--- config.mk ---
export PLATFORM = sky130hd
export DESIGN_NAME = serial_subtractor
export DESIGN_NICKNAME = d
export VERILOG_FILES = /design/src/rtl/serial_subtractor.sv
export SDC_FILE = /design/constraint.sdc
export NUM_CORES = 1
export LEC_CHECK = 0
export CELL_PAD_IN_SITES_DETAIL_PLACEMENT = 1
export CELL_PAD_IN_SITES_GLOBAL_PLACEMENT = 2
export CORE_MARGIN = 3
export CORE_UTILIZATION = 32
export CTS_BUF_LIST = sky130_fd_sc_hd__clkbuf_16
export CTS_CLUSTER_DIAMETER = 100
export DETAILED_ROUTE_END_ITERATION = 7
export PLACE_DENSITY = 0.84
export RECOVER_POWER = 100
export SETUP_SLACK_MARGIN = 0.4
export SLEW_MARGIN = 20
export SYNTH_ARGS = -nofsm -noshare
export SYNTH_HDL_FRONTEND = slang
export SYNTH_SLANG_ARGS = --single-unit
--- constraint.sdc ---
create_clock -name clk -period 2.91 [get_ports clk]
set_input_delay 0.582 -clock clk [delete_from_list [all_inputs] [get_ports clk]]
set_output_delay 0.582 -clock clk [all_outputs]
set_load 0.01 [all_outputs]
--- src/rtl/serial_subtractor.sv ---
// Bit-serial two's-complement subtractor: one full-adder cell plus a carry flop, LSB first.
// Optional add mode (a + b) is enabled by defining SERIAL_SUBTRACTOR_ADD_MODE_EN.
module serial_subtractor #(
    parameter int WIDTH = 8
) (
    input  logic             clk,
    input  logic             rst,
    input  logic             in_valid,
    output logic             in_ready,
`ifdef SERIAL_SUBTRACTOR_ADD_MODE_EN
    input  logic             op_add,
`endif
    input  logic [WIDTH-1:0] a,
    input  logic [WIDTH-1:0] b,
    output logic             out_valid,
    input  logic             out_ready,
    output logic [WIDTH-1:0] diff,
    output logic             borrow,
    output logic             overflow,
    output logic             busy
);

    localparam int CW = $clog2(WIDTH);

    typedef enum logic [1:0] {IDLE, RUN, DONE} state_t;

    state_t            state_q, state_d;
    logic [WIDTH-1:0]  aSh_q, aSh_d;
    logic [WIDTH-1:0]  bnSh_q, bnSh_d;
    logic              carry_q, carry_d;
    logic [CW-1:0]     cnt_q, cnt_d;
    logic              aMsb_q, aMsb_d;
    logic              bMsb_q, bMsb_d;
    logic              addMode_q, addMode_d;
    logic [WIDTH-1:0]  diff_q, diff_d;
    logic              borrow_q, borrow_d;
    logic              overflow_q, overflow_d;

    logic              addSel;
    logic              sumBit;
    logic              carryOut;
    logic              lastBit;

`ifdef SERIAL_SUBTRACTOR_ADD_MODE_EN
    assign addSel = op_add;
`else
    assign addSel = 1'b0;
`endif

    assign sumBit   = aSh_q[0] ^ bnSh_q[0] ^ carry_q;
    assign carryOut = (aSh_q[0] & bnSh_q[0]) | (aSh_q[0] & carry_q) | (bnSh_q[0] & carry_q);
    assign lastBit  = (cnt_q == CW'(WIDTH - 1));

    always_comb begin
        state_d = state_q;
        case (state_q)
            IDLE:    if (in_valid)  state_d = RUN;
            RUN:     if (lastBit)   state_d = DONE;
            DONE:    if (out_ready) state_d = IDLE;
            default:                state_d = IDLE;
        endcase
    end

    // Subtraction is a + ~b + 1; add mode keeps b as-is and starts with carry 0.
    always_comb begin
        aSh_d      = aSh_q;
        bnSh_d     = bnSh_q;
        carry_d    = carry_q;
        cnt_d      = cnt_q;
        aMsb_d     = aMsb_q;
        bMsb_d     = bMsb_q;
        addMode_d  = addMode_q;
        diff_d     = diff_q;
        borrow_d   = borrow_q;
        overflow_d = overflow_q;
        if (state_q == IDLE && in_valid) begin
            aSh_d     = a;
            bnSh_d    = addSel ? b : ~b;
            carry_d   = ~addSel;
            cnt_d     = '0;
            aMsb_d    = a[WIDTH-1];
            bMsb_d    = b[WIDTH-1];
            addMode_d = addSel;
        end else if (state_q == RUN) begin
            aSh_d   = {1'b0, aSh_q[WIDTH-1:1]};
            bnSh_d  = {1'b0, bnSh_q[WIDTH-1:1]};
            carry_d = carryOut;
            cnt_d   = cnt_q + CW'(1);
            diff_d  = {sumBit, diff_q[WIDTH-1:1]};
            if (lastBit) begin
                borrow_d = addMode_q ? carryOut : ~carryOut;
                if (addMode_q)
                    overflow_d = (aMsb_q == bMsb_q) & (sumBit != aMsb_q);
                else
                    overflow_d = (aMsb_q != bMsb_q) & (sumBit != aMsb_q);
            end
        end
    end

    always_ff @(posedge clk) begin
        if (rst) begin
            state_q    <= IDLE;
            aSh_q      <= '0;
            bnSh_q     <= '0;
            carry_q    <= 1'b0;
            cnt_q      <= '0;
            aMsb_q     <= 1'b0;
            bMsb_q     <= 1'b0;
            addMode_q  <= 1'b0;
            diff_q     <= '0;
            borrow_q   <= 1'b0;
            overflow_q <= 1'b0;
        end else begin
            state_q    <= state_d;
            aSh_q      <= aSh_d;
            bnSh_q     <= bnSh_d;
            carry_q    <= carry_d;
            cnt_q      <= cnt_d;
            aMsb_q     <= aMsb_d;
            bMsb_q     <= bMsb_d;
            addMode_q  <= addMode_d;
            diff_q     <= diff_d;
            borrow_q   <= borrow_d;
            overflow_q <= overflow_d;
        end
    end

    assign in_ready  = (state_q == IDLE);
    assign out_valid = (state_q == DONE);
    assign busy      = (state_q == RUN);
    assign diff      = diff_q;
    assign borrow    = borrow_q;
    assign overflow  = overflow_q;

endmodule

==> results.json <==
{
  "status": "finished clean",
  "r2r_slack_ns": 1.34,
  "fmax_mhz": 416,
  "finalSetupTns_ns": 0,
  "yosys_register_bits": 34,
  "worstRegToRegCells": 4,
  "synth_cells": 168,
  "grt_max_degree": 26,
  "met2WireLength_um": 1840,
  "port_buffers": 32,
  "clk_pin_slew_ns": 0.05,
  "hold_slack_ns": 0.453,
  "die_y_um": 74.5,
  "place_congestion": 0.742,
  "dieArea_um2": 5550,
  "worstPathRequired_ns": 2.33,
  "ys_seq_area_share_pct": 45.3,
  "min_path_cells": 2,
  "m1WireLength_um": 1730,
  "utilization_pct": 43.8,
  "finClkSkew_ns": 0.00354,
  "min_path_type": "reg -> reg",
  "die_x_um": 74.5,
  "placed_area_um2": 1820,
  "drt_iter0_drc": 47,
  "synth_nets": 191,
  "vdd_drop_max_mv": 0.319,
  "crit_type": "reg -> out",
  "layout_min_cycle_time_ns": 2.40,
  "tightest_slew_ns": 1.01,
  "total_power_mw": 1.16,
  "r2r-end": "carry_q",
  "placementRows": 24,
  "rsz0062_at_grt": "false",
  "post-route-period-util_pct": 82.6,
  "p_leak_nw": 0.736,
  "num_antenna_cells": 0,
  "cts_tree": "done",
  "maxCapViolations": 0,
  "ys_warn_count": 0,
  "grt_pass1_wl_um": 6230,
  "cp_slowest_stage_delay_ns": 0.62,
  "cts_buffers": 5,
  "drv_slew": 0,
  "cp_max_fo": 25,
  "num-nets-final": 220,
  "via_count": 1260,
  "cp-end-kind": "output pin",
  "start_kind": "flip-flop",
  "antenna_found_initial": 0,
  "cts_hold_buf": 0,
  "setup_viol": 0,
  "area_growth_pct": 29.5,
  "hold_viol_final": 0,
  "ys_types": 32,
  "whs_endpoint": "diff[0]",
  "ys.flop_type": "dfxtp_1",
  "cts_root_buf": "clkbuf_16",
  "dr.pass1.iters": 4,
  "routed.top_layer": "met3",
  "routed_wl_um": 3680,
  "power_per_cell_area_nw_per_um2": 595,
  "final_cell_mix": "33 x dfxtp_1, 32 x nand2_1, 26 x a21oi_1, 18 x clkdlybuf4s50_1",
  "ant_nets": 0,
  "worstPathCellList": "nand2b_4 -> inv_2 -> clkdlybuf4s50_1",
  "clk_path_buf_depth": 2,
  "syn_area_um2": 1500,
  "route.met3.wl_um": 111,
  "relSlewSlack_pct": 32.6,
  "critPathSlowestCell": "clkdlybuf4s50_1",
  "hold_start": "diff[0]",
  "stdcell_area_um2": 1950,
  "layout-drive-gt1-share_pct": 10.1,
  "async_flop_share_pct": 0,
  "core_area_um2": 4440,
  "gr-usage-all-layers_pct": 14.7,
  "grt_overflow": 0,
  "grt_pass1_vias": 1398,
  "crit-reg2reg-launch": "state_q[1]",
  "htree_levels": 2,
  "layout_commonest_cell": "dfxtp_1",
  "arrival_ns": 1.82,
  "initial_core_util_pct": 33.8,
  "drc": 0,
  "numClockSinks": 34,
  "num_io_pins": 33,
  "viasPerCell": 5.04,
  "avgSynthCellArea_um2": 8.94,
  "clock_latency_ns": 0.27,
  "place_hpwl_um": 2590,
  "synth_edf_count": 0,
  "wl_per_cell_um": 14.7
}
==> power breakdown <==
| part | leakage (nW) | switching (mW) | internal (mW) | total [mW] |
|---|---|---|---|---|
| Combinational | 0.385 | 0.0795 | 0.0732 | 0.153 |
| Clock | 0.0724 | 0.184 | 0.309 | 0.493 |
| Sequential | 0.279 | 0.0191 | 0.494 | 0.513 |
==> kinds of logic after synthesis <==
| family | share of synthesized area [%] |
|---|---|
| xor+xnor | 0.583 |
| simple gates | 18.9 |
| flops | 45.3 |
| compound gates | 21.0 |
| buf+inv | 7.16 |
| fa+ha+maj | 3.00 |
| mux | 4.08 |
==> flip-flops by register name (all words and copies together), names as in the netlist <==
signal and count:
overflow 1, cnt_q 3, borrow 1, aMsb_q 1, bnSh_q 8, carry_q 1, aSh_q 8, state_q 2
bMsb_q 1, diff 8
==> metal layers <==
| metal | track usage, % | vias up |
|---|---|---|
| met3 | 4.46 | 0 |
| met1 | 17.2 | 604 |
| met5 | 0 | - |
| li1 | - | 635 |
| met2 | 26.0 | 21 |
| met4 | 3.56 | 0 |
==> through the flow <==
| step | instances | setup slack [ns] |
|---|---|---|
| 2_1_floorplan | 168 | 1.49 |
| 3_3_place_gp | 242 | 0.809 |
| 3_5_place_dp | 242 | 0.708 |
| 4_1_cts | 250 | 0.456 |
| 5_1_grt | 250 | 0.358 |
| 6_report | 250 | 0.506 |
==> worst max-delay path, delay by kind of cell, from the launching register on <==
| kind | cells | cell delay [ns] |
|---|---|---|
| and+or+nand+nor | 1 | 0.19 |
| DFF | 1 | 0.40 |
| buffers and inverters | 2 | 0.96 |
==> final cells by class <==
type,count,area (µm²)
Tap cell,52,65.1
Fill cell,530,2500
Clock inverter,3,12.5
Inverter,5,18.8
Clock buffer,5,125
Timing Repair Buffer,35,339
Multi-Input combinational cell,116,703
Sequential cell,34,682
==> cells in the mapped netlist, types with 4 or more instances <==
master	n	area (µm²)
a211oi_1	10	75.1
nor2_1	14	52.6
dfxtp_1	34	681
clkbuf_1	4	15.0
a21oi_1	26	130
nand2_1	32	120
a221oi_2	4	60.1
mux2i_1	5	50.1
inv_1	4	15.0
==> timing repair <==
item	CTS	global route
endpoints found under the setup margin	0	1
resized for setup	0	1
setup buffers	0	0
==> how the worst max path moves through the flow <==
stage	start	end	slack [ns]	depth (start not counted)
finish	state_q[1]	busy	0.51	3
CTS	state_q[0]	busy	0.46	3
detailed placement	in_valid	aSh_q[2]	0.71	5
global route	state_q[1]	busy	0.36	3
global placement	in_valid	bnSh_q[7]	0.81	5
floorplan	state_q[1]	busy	1.49	4
(Power assumes the default switching activity.)
